<file path="config.mk">
export PLATFORM = sky130hd
export DESIGN_NAME = mem_arbiter
export DESIGN_NICKNAME = d
export VERILOG_FILES = /design/src/rtl/mem_arbiter.sv
export SDC_FILE = /design/constraint.sdc
export NUM_CORES = 1
export LEC_CHECK = 0
export BUFFER_PORTS_ARGS = -buffer_cell sky130_fd_sc_hd__buf_2
export CAP_MARGIN = 20
export CORE_ASPECT_RATIO = 0.8
export CORE_MARGIN = 2
export CORE_UTILIZATION = 49
export CTS_CLUSTER_DIAMETER = 60
export CTS_CLUSTER_SIZE = 24
export DETAILED_ROUTE_END_ITERATION = 10
export GPL_TIMING_DRIVEN = 0
export HOLD_SLACK_MARGIN = 0.15
export MAX_ROUTING_LAYER = met4
export PLACE_DENSITY = 0.81
export SETUP_SLACK_MARGIN = 0.2
export SLEW_MARGIN = 20
export SYNTH_ARGS = -nofsm -noshare
export SYNTH_HDL_FRONTEND = slang
export SYNTH_SLANG_ARGS = --single-unit
</file>
<file path="constraint.sdc">
create_clock -name clk -period 4.11 [get_ports clk]
set_input_delay 0.6165 -clock clk [delete_from_list [all_inputs] [get_ports clk]]
set_output_delay 0.6165 -clock clk [all_outputs]
set_load 0.005 [all_outputs]
</file>
<file path="src/rtl/mem_arbiter.sv">
// Two-master memory arbiter/sequencer: CPU and secondary master share one synchronous memory.
// Define MEM_ARB_RR_EN for round-robin contention handling; otherwise the CPU has fixed priority.
module mem_arbiter #(
  parameter int unsigned MEM_LAT = 2  // legal range 1..15
) (
  input  logic        clk,
  input  logic        reset,
  input  logic        cpu_req,
  input  logic        cpu_we,
  input  logic [31:0] cpu_addr,
  input  logic [31:0] cpu_wdata,
  output logic        cpu_ready,
  output logic [31:0] cpu_rdata,
  input  logic        dev_req,
  input  logic        dev_we,
  input  logic [31:0] dev_addr,
  input  logic [31:0] dev_wdata,
  output logic        dev_ready,
  output logic [31:0] dev_rdata,
  output logic        mem_en,
  output logic        mem_we,
  output logic [31:0] mem_addr,
  output logic [31:0] mem_wdata,
  input  logic [31:0] mem_rdata,
  output logic        owner,
  output logic        busy
);

  typedef enum logic [1:0] {IDLE, ISSUE, WAIT, DONE} state_t;

  state_t      state, state_next;
  logic [3:0]  cnt, cnt_next;
  logic        cmd_we;
  logic [31:0] cmd_addr;
  logic [31:0] cmd_wdata;
  logic        grant_dev;
  logic        any_req;
  logic        last_wait;

  assign any_req   = cpu_req | dev_req;
  assign last_wait = (state == WAIT) && (cnt <= 4'd1);
  assign mem_addr  = cmd_addr;
  assign mem_wdata = cmd_wdata;

`ifdef MEM_ARB_RR_EN
  logic last_dev;

  // On contention the master that was not served last wins.
  always_comb begin
    grant_dev = dev_req && (!cpu_req || !last_dev);
  end

  always_ff @(posedge clk) begin
    if (!reset) begin
      last_dev <= 1'b1;
    end else if (state == DONE) begin
      last_dev <= owner;
    end
  end
`else
  always_comb begin
    grant_dev = dev_req && !cpu_req;
  end
`endif

  always_ff @(posedge clk) begin
    if (!reset) begin
      state <= IDLE;
      cnt   <= 4'd0;
    end else begin
      state <= state_next;
      cnt   <= cnt_next;
    end
  end

  always_comb begin
    state_next = state;
    cnt_next   = cnt;
    mem_en     = 1'b0;
    mem_we     = 1'b0;
    cpu_ready  = 1'b0;
    dev_ready  = 1'b0;
    busy       = 1'b1;
    case (state)
      IDLE: begin
        busy = 1'b0;
        if (any_req) begin
          state_next = ISSUE;
        end
      end
      ISSUE: begin
        mem_en     = 1'b1;
        mem_we     = cmd_we;
        cnt_next   = 4'(MEM_LAT);
        state_next = WAIT;
      end
      WAIT: begin
        cnt_next = cnt - 4'd1;
        // A zero count cannot occur normally; leaving on it avoids a stuck FSM.
        if (cnt <= 4'd1) begin
          state_next = DONE;
        end
      end
      DONE: begin
        cpu_ready  = !owner;
        dev_ready  = owner;
        state_next = IDLE;
      end
      default: begin
        state_next = IDLE;
      end
    endcase
  end

  // Command registers are only loaded in IDLE, isolating the memory from master inputs.
  always_ff @(posedge clk) begin
    if (!reset) begin
      cmd_we    <= 1'b0;
      cmd_addr  <= 32'd0;
      cmd_wdata <= 32'd0;
      owner     <= 1'b0;
    end else if (state == IDLE && any_req) begin
      owner     <= grant_dev;
      cmd_we    <= grant_dev ? dev_we    : cpu_we;
      cmd_addr  <= grant_dev ? dev_addr  : cpu_addr;
      cmd_wdata <= grant_dev ? dev_wdata : cpu_wdata;
    end
  end

  always_ff @(posedge clk) begin
    if (!reset) begin
      cpu_rdata <= 32'd0;
      dev_rdata <= 32'd0;
    end else if (last_wait && !cmd_we) begin
      if (owner) begin
        dev_rdata <= mem_rdata;
      end else begin
        cpu_rdata <= mem_rdata;
      end
    end
  end

endmodule
</file>
==> run metrics <==
run status=complete, no violations; transition at the pin with the smallest max-transition slack=0.5408 ns; Area Overhead vs Synth=38.67%; Final Hold Fails=0; Post-Syn Area=5834 um^2; cell type with the highest occurrence count on the critical path=inv_1; total of cells resized after clock tree synthesis=0; Tcrit/Tclk final=48.65%; last weighted congestion value of the routability-driven placer=0.7955; share of the yosys chip area belonging to registers=46.67%; Detailed Route WL=17160 um; count of flip-flops with a built-in enable after synthesis=0; instance area at placement=7511 um^2; async set-or-reset flop fraction in the synthesized netlist=0%; top cells by area in the synthesized netlist=dfxtp_1 (47%), mux2i_1 (11%), o211a_1 (11%); overall overflow remaining after global route=0; Max clock buf depth=2; cell-by-cell trace of the critical path=inv_1, ha_1, inv_1, buf_2; std cell rows=35; accumulated negative setup slack=0 ns; prevailing post-synth register cell=dfxtp_1; setup repair after global routing missed its margin=no; CTS H-tree lvls=4; global-route wire length before repair=26450 um; count of cell types in the netlist=29; final count of negative-setup-slack endpoints=0; slowest CP cell=dfxtp_1; number of cells produced by synthesis=591; via count=5635; die span in y=101.6 um; worst-skew pair later-pin latency=0.41 ns; total global routing track utilization=26.92%; count of buffers added by post-CTS timing repair for setup=0; element type at the critical path start=flop; average wire per standard cell=16.06 um; Initial DRC Count=260; path type of the worst setup path=reg -> out; remaining antenna violation count after routing=0; Placed Cells=1037; maximum number of pins on one net before global-route repair=17; Worst Hold Class=reg -> reg; ratio of cells with drive above 1 in the final layout=43.09%; count of clock tree sinks=136; max incr delay on CP=0.39 ns; count of warnings emitted by yosys=0; CP arrival=1.38 ns; number of pins with negative max-slew slack in the final report=0; I/O pin count=300; synthesized area per cell=9.872 um^2; non-filler cells, final=1068; number of detailed-route iterations in the first pass=5; number of maximum-capacitance violations=0; required time of the critical path=3.49 ns; clock edge transition at the registers on the reported setup and hold paths=0.05 ns; worst-case setup margin in the final layout=2.110 ns; relative slew slack=63.95%; library cell used as clock root buffer=clkbuf_16; post-route cell area=8090 um^2; maximum operating frequency=0.5001 GHz; cell taking the most area after synthesis=dfxtp_1; crit path max fanout=5; flop and latch count out of synthesis=136; peak supply drop=0.0003484 V; clk_skew=0.01175 ns; Worst Setup Slack post-DPL=2.122 ns; post-route DRC violation count=0; initial antenna violation count=1; hold buffer count at CTS=0; dominant delay contributor by cell family on the critical path=flip-flops; Worst Setup End Kind=output port; count of buffer and inverter cells on the critical path=3; final core utilization=69.98%; starting utilization of the core area=50.47%; Die Wd=126 um; number of nets in the layout=1080; CTS tree=built; power per standard cell area=595.0 nW/um^2; number of clock buffers inserted by TritonCTS=17; top-area cell type share of the netlist area=46.67%; die area=12800 um^2; via/cell ratio=5.276; post-layout min period=2.000 ns; total of buffers placed on input and output ports=298; core box area=11560 um^2; number of inserted filler cells in the final layout=975; DP HPWL=13140 um; static leakage=4.412 nW; Post-Synthesis Net Count=763; number of global-route vias before repair=5337
==> sequential cells by signal (all words and copies together) (netlist names) <==
name	count
owner	1
dev_rdata	32
state	2
cnt	4
cpu_rdata	32
mem_addr	32
mem_wdata	32
cmd_we	1
==> layout make-up <==
type                    instances  area, um^2  area share [%]
diodes                          1       2.502         0.03093
clock buffers                  19       452.9           5.599
clock inverters                11       123.9           1.531
flip-flops and latches        136        2723           33.65
well taps                     148       185.2           2.289
multi-input cells             395        2729           33.73
plain buffers                  53       356.6           4.408
repair buffers                298        1491           18.43
inverters                       7       26.28          0.3248
==> layer usage <==
layer	vias up	global-route usage [%]	part of all wire (%)
li1	2746	-	-
met1	2665	32.93	44
met2	196	43.67	48
met3	28	6.128	6.1
met4	0	10.48	2.0
met5	-	-	0
==> per-stage QoR <==
step / hold slack, ns / power, mW
2_1_floorplan: 0.4535 / 2.715
3_3_place_gp: 0.4438 / 3.314
3_5_place_dp: 0.4476 / 3.356
4_1_cts: 0.4558 / 4.837
5_1_grt: 0.4591 / 5.086
6_report: 0.4545 / 4.814
==> synthesized netlist by cell type, drive strengths merged (3+ instances only) <==
library cell and instances:
and2 3, buf 43, clkbuf 10, dfxtp 136
ha 6, inv 7, mux2i 66, nand2 101
nand3 66, nor2 5, nor2b 3, o211a 65
o21ai 69
==> cell usage in the layout (no fill, tap or decap), drive strengths merged, types with 3 or more instances in the layout <==
| master | instances |
|---|---|
| clkinvlp | 3 |
| ha | 6 |
| nand2 | 101 |
| inv | 9 |
| o21ai | 69 |
| buf | 341 |
| o211a | 65 |
| clkinv | 4 |
| mux2i | 66 |
| and2 | 3 |
| nor2b | 3 |
| nand3 | 66 |
| clkbuf | 29 |
| nor2 | 5 |
| dfxtp | 136 |
==> worst reg2reg max path, stage by stage (launching register included) <==
cell,delay [ns]
dfxtp_1,0.34
inv_1,0.10
ha_1,0.32
and2b_4,0.24
o2111ai_4,0.26
buf_6,0.25
nand3_1,0.10
o21ai_1,0.07
==> final timing paths <==
path              depth (start not counted)                       start                         end  slack (ns)
setup / recovery                          4       state[0]$_SDFFE_PN0P_                        busy        2.11
hold reg to reg                           2  dev_rdata[29]$_SDFFE_PN0P_  dev_rdata[29]$_SDFFE_PN0P_        0.45
hold / removal                            2  dev_rdata[29]$_SDFFE_PN0P_  dev_rdata[29]$_SDFFE_PN0P_        0.45
setup reg to reg                          7       state[0]$_SDFFE_PN0P_  cpu_rdata[30]$_SDFFE_PN0P_        2.32
==> power by group <==
group	switching, mW	total [mW]	internal [mW]
Combinational	0.860	1.54	0.681
Clock	0.561	1.48	0.919
Sequential	0.164	1.79	1.63
==> cells by family (layout without fill, tap and decap cells) <==
group | after synthesis | count (layout) | synth area share (%)
flip-flops | 136 | 136 | 46.67
AO/OA/AOI/OAI | 142 | 142 | 20.48
multiplexers | 66 | 66 | 11.32
adder cells (fa/ha/maj) | 6 | 6 | 1.287
other | 0 | 1 | 0
buffers and inverters | 60 | 388 | 6.562
AND/OR/NAND/NOR | 181 | 181 | 13.68
(Power assumes the default switching activity.)
